[config.mk]
export PLATFORM = sky130hd
export DESIGN_NAME = load_store_unit
export DESIGN_NICKNAME = d
export VERILOG_FILES = /design/src/rtl/lsu_pkg.sv /design/src/rtl/lsu_align.sv /design/src/rtl/load_store_unit.sv
export SDC_FILE = /design/constraint.sdc
export NUM_CORES = 1
export LEC_CHECK = 0
export CORE_AREA = 8 8 108 184
export DETAILED_ROUTE_END_ITERATION = 16
export DIE_AREA = 0 0 116 192
export PLACE_DENSITY = 0.77
export SYNTH_ARGS = -nofsm -noshare
export SYNTH_HDL_FRONTEND = slang
export SYNTH_SLANG_ARGS = --single-unit
[constraint.sdc]
create_clock -name clk -period 4.8 [get_ports clk]
set_clock_uncertainty 0.15 [all_clocks]
set_input_delay 0.72 -clock clk [delete_from_list [all_inputs] [get_ports clk]]
set_output_delay 0.72 -clock clk [all_outputs]
set_load 0.02 [all_outputs]
[src/rtl/lsu_pkg.sv]
// Shared definitions for the load/store unit: funct3 codes, FSM states,
// read-latency counter sizing and request legality helpers.
package lsu_pkg;

  localparam logic [2:0] F3_B  = 3'b000;
  localparam logic [2:0] F3_H  = 3'b001;
  localparam logic [2:0] F3_W  = 3'b010;
  localparam logic [2:0] F3_BU = 3'b100;
  localparam logic [2:0] F3_HU = 3'b101;

  localparam int MAX_RD_LAT = 7;
  localparam int CNT_W      = $clog2(MAX_RD_LAT + 1);

  typedef enum logic [1:0] {S_IDLE, S_RD, S_WR, S_RESP} lsu_state_t;

  function automatic logic f3_legal(input logic write, input logic [2:0] f3);
    if (write) return (f3 == F3_B) || (f3 == F3_H) || (f3 == F3_W);
    return (f3 == F3_B) || (f3 == F3_H) || (f3 == F3_W) || (f3 == F3_BU) || (f3 == F3_HU);
  endfunction

  function automatic logic misaligned(input logic [2:0] f3, input logic [1:0] lo);
    return (((f3 == F3_H) || (f3 == F3_HU)) && lo[0]) || ((f3 == F3_W) && (lo != 2'b00));
  endfunction

endpackage

[src/rtl/lsu_align.sv]
// Combinational lane logic: load byte/half select with sign/zero extension,
// and store merge of a byte/half into a previously read word.
module lsu_align
  import lsu_pkg::*;
(
  input  logic [2:0]  funct3,
  input  logic [1:0]  addr_lo,
  input  logic [31:0] word,
  input  logic [31:0] wdata,
  output logic [31:0] load_data,
  output logic [31:0] store_word
);

  logic [7:0]  lane_b;
  logic [15:0] lane_h;

  // Halfword lane uses addr[1] only, so an odd halfword address folds down.
  always_comb begin
    lane_b    = word[{addr_lo, 3'b000} +: 8];
    lane_h    = word[{addr_lo[1], 4'b0000} +: 16];
    load_data = word;
    case (funct3)
      F3_B:    load_data = {{24{lane_b[7]}}, lane_b};
      F3_BU:   load_data = {24'b0, lane_b};
      F3_H:    load_data = {{16{lane_h[15]}}, lane_h};
      F3_HU:   load_data = {16'b0, lane_h};
      default: load_data = word;
    endcase
  end

  always_comb begin
    store_word = word;
    case (funct3)
      F3_B:    store_word[{addr_lo, 3'b000} +: 8]     = wdata[7:0];
      F3_H:    store_word[{addr_lo[1], 4'b0000} +: 16] = wdata[15:0];
      default: store_word = wdata;
    endcase
  end

endmodule

[src/rtl/load_store_unit.sv]
// Load/store unit: byte/half/word accesses over a word-wide memory with fixed read
// latency; SB/SH use read-modify-write. Define MISALIGN_TRAP_EN to trap misaligned H/W.
module load_store_unit
  import lsu_pkg::*;
#(
  parameter int MEM_RD_LAT = 2,
  parameter int ADDR_W     = 14
) (
  input  logic              clk,
  input  logic              rst_n,
  input  logic              req_valid,
  output logic              req_ready,
  input  logic              req_write,
  input  logic [2:0]        req_funct3,
  input  logic [31:0]       req_addr,
  input  logic [31:0]       req_wdata,
  output logic              resp_valid,
  output logic [31:0]       resp_rdata,
  output logic              resp_err,
  output logic              mem_read,
  output logic              mem_write,
  output logic [ADDR_W-1:0] mem_addr,
  output logic [31:0]       mem_din,
  input  logic [31:0]       mem_dout
);

  lsu_state_t       state;
  logic [CNT_W-1:0] cnt;
  logic             wr_q;
  logic [2:0]       f3_q;
  logic [1:0]       addr_lo_q;
  logic [31:0]      wdata_q;
  logic [31:0]      load_data;
  logic [31:0]      store_word;
  logic             acc_err;
  logic             unused_addr_hi;

  assign unused_addr_hi = ^req_addr[31:ADDR_W+2];

`ifdef MISALIGN_TRAP_EN
  assign acc_err = !f3_legal(req_write, req_funct3) || misaligned(req_funct3, req_addr[1:0]);
`else
  assign acc_err = !f3_legal(req_write, req_funct3);
`endif

  lsu_align u_align (
    .funct3     (f3_q),
    .addr_lo    (addr_lo_q),
    .word       (mem_dout),
    .wdata      (wdata_q),
    .load_data  (load_data),
    .store_word (store_word)
  );

  always_ff @(posedge clk or negedge rst_n) begin
    if (!rst_n) begin
      state      <= S_IDLE;
      cnt        <= '0;
      wr_q       <= 1'b0;
      f3_q       <= 3'b000;
      addr_lo_q  <= 2'b00;
      wdata_q    <= '0;
      req_ready  <= 1'b0;
      resp_valid <= 1'b0;
      resp_rdata <= '0;
      resp_err   <= 1'b0;
      mem_read   <= 1'b0;
      mem_write  <= 1'b0;
      mem_addr   <= '0;
      mem_din    <= '0;
    end else begin
      case (state)
        S_IDLE: begin
          if (req_valid && req_ready) begin
            req_ready <= 1'b0;
            wr_q      <= req_write;
            f3_q      <= req_funct3;
            addr_lo_q <= req_addr[1:0];
            wdata_q   <= req_wdata;
            mem_addr  <= req_addr[ADDR_W+1:2];
            if (acc_err) begin
              state      <= S_RESP;
              resp_valid <= 1'b1;
              resp_err   <= 1'b1;
              resp_rdata <= '0;
            end else if (req_write && (req_funct3 == F3_W)) begin
              state     <= S_WR;
              mem_write <= 1'b1;
              mem_din   <= req_wdata;
            end else begin
              // Loads and the read half of SB/SH share the read phase.
              state    <= S_RD;
              mem_read <= 1'b1;
              cnt      <= CNT_W'(MEM_RD_LAT - 1);
            end
          end else begin
            req_ready <= 1'b1;
          end
        end
        S_RD: begin
          if (cnt == '0) begin
            mem_read <= 1'b0;
            if (wr_q) begin
              state     <= S_WR;
              mem_write <= 1'b1;
              mem_din   <= store_word;
            end else begin
              state      <= S_RESP;
              resp_valid <= 1'b1;
              resp_err   <= 1'b0;
              resp_rdata <= load_data;
            end
          end else begin
            cnt <= cnt - 1'b1;
          end
        end
        S_WR: begin
          mem_write  <= 1'b0;
          state      <= S_RESP;
          resp_valid <= 1'b1;
          resp_err   <= 1'b0;
          resp_rdata <= '0;
        end
        S_RESP: begin
          resp_valid <= 1'b0;
          resp_err   <= 1'b0;
          resp_rdata <= '0;
          req_ready  <= 1'b1;
          state      <= S_IDLE;
        end
        default: state <= S_IDLE;
      endcase
    end
  end

endmodule

==> flow_summary.yaml, run 1 <==
synthesis:
  synth_top_area_share: 0.441
  yosysSeqAreaShare: 0.441
  yosysMostFrequentCell: "dfrtp_1"
  synth-edff-count: 0
  synth_area_per_cell_um2: 11.2
  synth_fp_nets: 750
  netlist_top_cells_count: "126 x dfrtp_1, 101 x mux2_2, 59 x nand2_1"
  ys_ff_latch: 126
  synthArstFlopShare: 1.00
  synth_largest_area_cell: "dfrtp_1"
  synthTopCellsByArea: "dfrtp_1 44%, mux2_2 16%, nand2_1 3.1%, nor2b_1 2.6%, mux4_2 2.5%"
  synth-main-ff-cell: "dfrtp_1"
  yosys_warnings: 0
  syn_inst: 636
  synth_cell_types: 53
  syn_area_um2: 7150
grt:
  grt_pass1_vias: 6075
  grt_antenna_before_repair: 2
  grt_remaining_overflow: 0
  grt_pass1_wl_um: 35400
  grt_usage: 0.211
  grt_max_degree: 48
clock_network:
  root_buffer: "clkbuf_16"
  htree_num_levels: 4
  numCtsBuffers: 17
  clock-sinks: 126
  clk_path_buf_depth: 2
  cts_post_setup_buffers_inserted: 0
  worstSkewPairLatency_ps: 420
  clk_pin_slew_ps: 60
  cts_resized: 0
  ctsHoldBuffers: 0
  cts_tree: "yes"
setup_path:
  r2r_cells: 6
  path_max_fanout: 18
  worst_ep_required_time_ps: 5010
  reg2reg_slack_ps: 1550
  reg2reg_to: "mem_din[23]"
  start_kind: "flip-flop"
  cp.arrival_ps: 3470
  endpoint_kind: "flip-flop"
  crit_type: "reg2reg"
  r2r-start: "addr_lo_q[0]"
cells_and_area:
  final_area_um2: 9570
  area_growth_syn_to_layout_pct: 33.9
  fin_nets: 901
  drive_gt1_frac: 0.208
  utilization: 0.553
  finalNonFillerCells: 1033
sta:
  finalHoldViolCount: 0
  tns_ps: 0
  worst_slew_pin_slew_ps: 1200
  setup_viol: 0
  relSlewSlack: 0.193
  period_share: 0.678
  whs_ps: 179
  rsz0062_at_grt: "false"
  fmax_mhz: 307
  period_needed_ps: 3250
  slew_viol_final: 0
status:
  status: "finished, final reports clean"
route:
  viasPerCell: 5.81
  firstDrtPassIters: 7
  vias: 6000
  wire_per_inst_um: 22.5
  drc_errors: 0
  wl_um: 23200
  ant_nets: 0
  drt_iter0_drc: 562
die:
  core_um2: 17300
  die_w_um: 116
  row_count: 64
  ioPinCount: 186
  die_y_um: 192
  dieArea_um2: 22300
  initial_core_util: 0.413
placed_design:
  placed_cell_area_um2: 8980
  place.gp.congestion: 0.863
  io_buffers: 169
  place_hpwl_um: 16900
  dpl.cell_count: 999
pwr:
  ir_worst_vdd_mv: 0.353
  p_leak_nw: 3.96
  cellPowerDensity_nw_per_um2: 756
flow_run:
  maxCapViolCount: 0
min_path:
  hold_class: "in2async"
-- worst max-delay path by stage --
stage | start | to | slack (ps) | cells past startpoint
after floorplan | addr_lo_q[1] | mem_din[10] | 2350 | 9
after global placement | req_funct3[0] | mem_din[8] | 1250 | 6
after detailed placement | req_funct3[0] | mem_din[27] | 1230 | 6
after CTS | state[1] | mem_din[27] | 1550 | 8
after global routing | addr_lo_q[0] | mem_din[20] | 1190 | 6
final | addr_lo_q[0] | mem_din[23] | 1550 | 6
-- where the power goes --
| group | internal [mW] | switching (mW) | total [mW] |
|---|---|---|---|
| Clock | 0.778 | 0.503 | 1.28 |
| Combinational | 1.89 | 2.09 | 3.98 |
| Sequential | 1.57 | 0.397 | 1.97 |
-- per-stage QoR --
step           power [mW]  setup slack (ps)
2_1_floorplan        4.57              2350
3_3_place_gp         5.87              1250
3_5_place_dp         5.96              1230
4_1_cts              7.27              1550
5_1_grt              7.65              1190
6_report             7.23              1550
-- critical path, stage by stage (launching register included) --
cell	delay, ps
dfrtp_1	850
inv_1	190
ha_1	420
nor4bb_1	930
a221oi_1	190
o2bb2ai_1	270
mux2_2	180
-- layout make-up --
type,instances,area [um^2]
Fill cell,1561,7730
Multi-Input combinational cell,439,3670
Sequential cell,126,3150
Timing Repair Buffer,182,1790
Clock buffer,19,443
Tap cell,231,289
Clock inverter,13,141
Inverter,21,78.8
Antenna cell,2,5.00
-- registers in the layout, indices dropped and copies added (netlist names), 2 cells and up --
signal	cells
addr_lo_q	2
cnt	3
f3_q	3
mem_addr	14
mem_din	32
resp_rdata	32
state	2
wdata_q	32
-- metal layers --
metal | vias to the layer above | wire length, um | global-route usage
met1 | 2980 | 8280 | 0.232
met4 | 0 | 1250 | 0.136
met5 | - | 0 | 0
met3 | 55 | 1750 | 0.0472
li1 | 2710 | - | -
met2 | 255 | 12000 | 0.357
-- cells in the final DEF (no fill, tap or decap), types with 4 or more instances in the layout --
cell,instances
a21oi_1,15
a221oi_1,13
a222oi_1,8
a22o_1,8
a2bb2oi_1,15
a31oi_1,19
a32o_1,16
buf_4,14
clkbuf_16,17
clkdlybuf4s50_1,168
clkinvlp_4,6
dfrtp_1,126
ha_1,11
inv_1,20
mux2_1,8
mux2_2,101
mux2i_1,13
mux4_2,8
nand2_1,59
nand2b_1,5
nand3b_1,6
nor2_1,16
nor2b_1,30
nor3b_1,7
o211ai_1,4
o21a_1,9
o21ai_0,8
o221a_2,6
o221ai_1,13
o22ai_1,11
o2bb2ai_1,5
-- cell families (layout without fill, tap and decap cells) --
logic type	after synthesis	count (layout)	synth area share
adder cells (fa/ha/maj)	11	11	0.0193
flip-flops	126	126	0.441
multiplexers	130	130	0.215
AND/OR/NAND/NOR	138	138	0.101
other	0	2	0
buffers and inverters	71	235	0.0457
AO/OA/AOI/OAI	160	160	0.177
(Power assumes the default switching activity.)
==> run 2, diff against run 1 <==
--- a/config.mk
+++ b/config.mk
@@ -8,7 +8,7 @@
 export CORE_AREA = 8 8 108 184
 export DETAILED_ROUTE_END_ITERATION = 16
 export DIE_AREA = 0 0 116 192
-export PLACE_DENSITY = 0.77
+export PLACE_DENSITY = 0.79
 export SYNTH_ARGS = -nofsm -noshare
 export SYNTH_HDL_FRONTEND = slang
 export SYNTH_SLANG_ARGS = --single-unit
==> constraint.sdc (replaced) <==
create_clock -name clk -period 2.9 [get_ports clk]
set_clock_uncertainty 0.15 [all_clocks]
set_input_delay 0.435 -clock clk [delete_from_list [all_inputs] [get_ports clk]]
set_output_delay 0.435 -clock clk [all_outputs]
set_load 0.02 [all_outputs]
==> flow_summary.yaml, run 2 (synthesized netlist as in run 1, its figures left out) <==
cells_and_area:
  area_growth_syn_to_layout_pct: 37.4
  regArea_um2: 3150
  multi_input_area_um2: 3670
  drive_gt1_frac: 0.221
  final_cell_mix: "168 x clkdlybuf4s50_1, 126 x dfrtp_1, 101 x mux2_2, 59 x nand2_1, 30 x nor2b_1"
  mostFrequentLayoutCell: "clkdlybuf4s50_1"
  fin_nets: 915
  n_fill_cell: 1504
  largestRegisters: "mem_din: 32 flops, resp_rdata: 32 flops, wdata_q: 32 flops"
setup_path:
  endpoint_kind: "flip-flop"
  crit_chain: "clkinv_1 -> ha_1 -> nor4b_1 -> o31a_1 -> a222oi_1 -> mux2i_1"
  cp_top_family: "compound AO/OA/AOI/OAI gates"
  cp.arrival_ps: 2790
  path_buf_inv: 1
  crit_type: "reg2reg"
  reg2reg_to: "mem_din[4]"
  r2r-start: "addr_lo_q[1]"
  worst_ep_required_time_ps: 3080
  path_max_fanout: 10
  start_kind: "flip-flop"
  reg2reg_slack_ps: 300
  cpPeakStageDelay_ps: 480
  startpoint: "addr_lo_q[1]"
  cp_slowest_cell: "ha_1"
  r2r_cells: 6
die:
  die_y_um: 192
  ioPinCount: 186
  dieArea_um2: 22300
  initial_core_util: 0.413
  die_w_um: 116
  core_um2: 17300
  row_count: 64
clock_network:
  numCtsBuffers: 17
  htree_num_levels: 4
  clock-sinks: 126
  clk_path_buf_depth: 2
  cts_tree: "yes"
  root_buffer: "clkbuf_16"
  worstSkewPairLatency_ps: 420
  clk_pin_slew_ps: 50
route:
  drt_iter0_drc: 540
  viasPerCell: 5.86
  ant_nets: 0
  firstDrtPassIters: 8
  wire_per_inst_um: 22.1
  vias: 6128
  drc_errors: 0
  wl_um: 23100
placed_design:
  place_ws_ps: 149
  io_buffers: 169
  place.gp.congestion: 0.870
  place_hpwl_um: 17000
grt:
  grt_pass1_vias: 6223
  grt_pass1_wl_um: 35600
  grt_remaining_overflow: 0
  grt_max_degree: 127
  grt_antenna_before_repair: 1
  grt_usage: 0.212
sta:
  fmax_mhz: 384
  period_needed_ps: 2600
  worst_slew_pin_slew_ps: 1080
  tns_ps: 0
  rsz0062_at_grt: "false"
  period_share: 0.898
  fin_ws_ps: 295
  relSlewSlack: 0.274
  slew_viol_final: 0
  finalHoldViolCount: 0
  setup_viol: 0
pwr:
  cellPowerDensity_nw_per_um2: 1270
  p_leak_nw: 4.11
  ir_worst_vdd_mv: 0.585
min_path:
  whs_path_depth: 1
  hold_path_end: "resp_rdata[23]"
  min_from: "resp_rdata[23]"
  hold_class: "reg2reg"
flow_run:
  maxCapViolCount: 0
status:
  status: "finished, final reports clean"
run 2: changes by cell type in the layout (fill, tap and decap cells not counted):
| cell | previous run | this run |
|---|---|---|
| clkinv_2 | 2 | 3 |
| buf_4 | 14 | 21 |
| bufinv_16 | 2 | 5 |
| dlygate4sd3_1 | 0 | 1 |
| clkinv_4 | 2 | 3 |
| clkinvlp_4 | 6 | 2 |
| clkbuf_1 | 1 | 0 |
| diode_2 | 2 | 1 |
| buf_12 | 0 | 6 |
run 2: repair_timing:
item	4_1_cts	5_1_grt
hold buffers	1	0
endpoints found under the hold margin	1	0
buffers inserted	0	0
resized for setup	0	0
run 2: worst max path at each step:
stage,endpoint,slack [ps],cells after the start
2_1_floorplan,mem_din[10],450,9
3_3_place_gp,resp_rdata[31],140,5
3_5_place_dp,resp_rdata[24],150,5
4_1_cts,resp_rdata[24],340,8
5_1_grt,resp_rdata[24],140,8
6_report,mem_din[4],300,6
run 2: report_power, final:
part	total, mW	internal [mW]	leakage [nW]	switching, mW
clock network	2.37	1.55	0.316	0.819
registers	3.26	2.61	1.55	0.655
logic	6.82	3.32	2.24	3.50
run 2: metrics by stage:
| stage | hold slack [ps] | cell area (um^2) | std cells | power (mW) | utilization |
|---|---|---|---|---|---|
| floorplan | -10.6 | 7150 | 636 | 7.57 | - |
| global placement | 325 | 9150 | 1012 | 9.93 | 0.529 |
| detailed placement | 331 | 9150 | 1012 | 10.1 | 0.529 |
| CTS | 343 | 9820 | 1045 | 12.5 | 0.567 |
| global route | 354 | 9820 | 1046 | 13.1 | 0.568 |
| finish | 339 | 9820 | 1046 | 12.5 | 0.568 |
run 2: final cells by class:
class                      instances  share of cell area
multi-input combinational        439               0.374
sequential                       126               0.321
timing repair buffer             196               0.201
clock buffer                      18              0.0447
tap                              231              0.0294
clock inverter                    14              0.0219
inverter                          21             0.00803
antenna                            1            0.000255
run 2: metal layers:
layer | vias up | routed length, um | global-route usage
li1 | 2752 | - | -
met1 | 3049 | 8410 | 0.230
met2 | 256 | 11700 | 0.355
met3 | 71 | 1650 | 0.0460
met4 | 0 | 1390 | 0.152
met5 | - | 0 | 0
==> RTL edit: new RTL, config.mk and constraints of run 2 <==
The 4 states of `lsu_state_t` get a one-hot encoding in 4 bits.
--- a/src/rtl/lsu_pkg.sv
+++ b/src/rtl/lsu_pkg.sv
@@ -13,3 +13,3 @@
 
-  typedef enum logic [1:0] {S_IDLE, S_RD, S_WR, S_RESP} lsu_state_t;
+  typedef enum logic [3:0] {S_IDLE = 4'b0001, S_RD = 4'b0010, S_WR = 4'b0100, S_RESP = 4'b1000} lsu_state_t;
 
Behaviour: same outputs for any inputs over 4 cycles, from zero or initial values and one cycle with rst_n low; so few cycles prove little.
==> RTL edit against run 2 <==
Setup slack worse by 180 ps. Synthesized cell count is 8.5% higher. Wire length is 8.6% higher. Sequential cell count is 2 higher. Cell area hardly changed. Combinational power is 36% lower. Critical path depth stayed put. Synthesized area is 2.0% higher. Via count is 7.8% higher. Power is 24% lower. Critical path type unchanged. Largest cell class unchanged. Largest power group unchanged.
==> RTL edit: results (changes against run 2) <==
stage	metric	value	unit	change
status	status	finished, final reports clean		unchanged
global_routing	grt_max_degree	68		was 127
placement	preCtsSetupSlack	289	ps	was 149 ps
synth	synthCells	690		was 636
synth	synth_area_leaders	dfrtp_1 (44%), mux2_2 (13%), a221oi_1 (3.4%)		was dfrtp_1 (44%), mux2_2 (16%), nand2_1 (3.1%)
drt	routed.top_layer	met4		unchanged
global_routing	antenna_found_initial	3		was 1
cts	clk_pin_slew	70	ps	was 50 ps
setup_path	endpoint	mem_din[10]		was mem_din[4]
setup_path	cpMaxStageDelayCell	or4b_1		was ha_1
global_routing	met2_usage	38.4	%	was 35.5%
global_routing	grt_pass1_vias	6919		was 6223
drt	wl_per_cell	23.1	µm	was 22.1 µm
setup_path	max_stage_delay	600	ps	was 480 ps
sta	fin_crit	2780	ps	was 2600 ps
finish	nets	954		was 915
setup_path	crit_fanout	41		was 10
synth	yosys-top-cells-count	dfrtp_1 (127), mux2_2 (81), nor2_1 (55)		was dfrtp_1 (126), mux2_2 (101), nand2_1 (59)
drt	drt-met1-wl	8.75	mm	was 8.41 mm
synth	synth_compound_area_share	22.0	%	was 17.7%
sta	relSlewSlack	39.3	%	was 27.4%
drt	first_pass_iters	5		was 8
synth	syn_nets	800		was 750
drt	wl_met2	12.7	mm	was 11.7 mm
drt	drt_iter0_markers	588		was 540
drt	wirelength	25.1	mm	was 23.1 mm
global_routing	grt_pass1_wl	38.6	mm	was 35.6 mm
cts	cts_resized	0		unchanged
synth	synth_top_family_by_area	compound AO/OA/AOI/OAI gates		was multiplexers
synth	synthAdderAreaFrac	1.20	%	was 1.93%
global_routing	track_usage	22.9	%	was 21.2%
hold_path	min_from	resp_rdata[11]		was resp_rdata[23]
synth	muxShareOfSynthArea	15.3	%	was 21.5%
placement	dp_hpwl	18.2	mm	was 17.0 mm
setup_path	cp.arrival	2900	ps	was 2790 ps
synth	synth-xor-area-share	0.120	%	was 0%
synth	yosysSeqAreaShare	43.9	%	was 44.1%
finish	layout-drive-gt1-share	19.0	%	was 22.1%
drt	met3WireLength	1.85	mm	was 1.65 mm
setup_path	rrSetupSlack	120	ps	was 300 ps
global_routing	grtUsageMet1	24.2	%	was 23.0%
global_routing	gr-usage-met3	5.29	%	was 4.60%
setup_path	cp-startpoint	state[3]		was addr_lo_q[1]
power_and_ir_drop	leakagePower	0.00402	µW	was 0.00411 µW
setup_path	ff2ff_path_depth	6		unchanged
drt	via_count	6609		was 6128
power_and_ir_drop	ir_worst_vdd	0.000534	V	was 0.000585 V
placement	placed_cells	1055		was 1012
placement	post_dp_cell_area	9230	µm²	was 9150 µm²
placement	place.gp.congestion	0.921		was 0.870
[RTL edit: cell count changes after synthesis, sizes merged, moves of 17 or more]
cell | before | now
a221oi | 13 | 31
inv | 20 | 43
mux2 | 109 | 81
nand2 | 59 | 13
nor2 | 16 | 55
o21ai | 9 | 37
o31ai | 0 | 32
o32ai | 0 | 17
[RTL edit: area by class of cell]
cell class                 count  area (µm²)
antenna                        3        7.51
clock buffer                  20         447
clock inverter                12         134
fill                        1518        7470
inverter                      43         161
multi-input combinational    457        3630
sequential                   128        3210
tap                          231         289
timing repair buffer         197        1950
[RTL edit: how the worst min path moves through the flow]
stage,slack (ps),cells after the start,end
finish,320,1,resp_rdata[11]
floorplan,-10,0,addr_lo_q[0]
global placement,270,1,mem_din[17]
CTS,330,1,resp_rdata[11]
global route,350,1,resp_rdata[8]
detailed placement,270,1,mem_din[18]
[RTL edit: power breakdown]
part / internal, µW / switching [µW]
sequential: 2430 / 558
clock: 1290 / 832
combinational: 2050 / 2330
total: 5770 / 3720
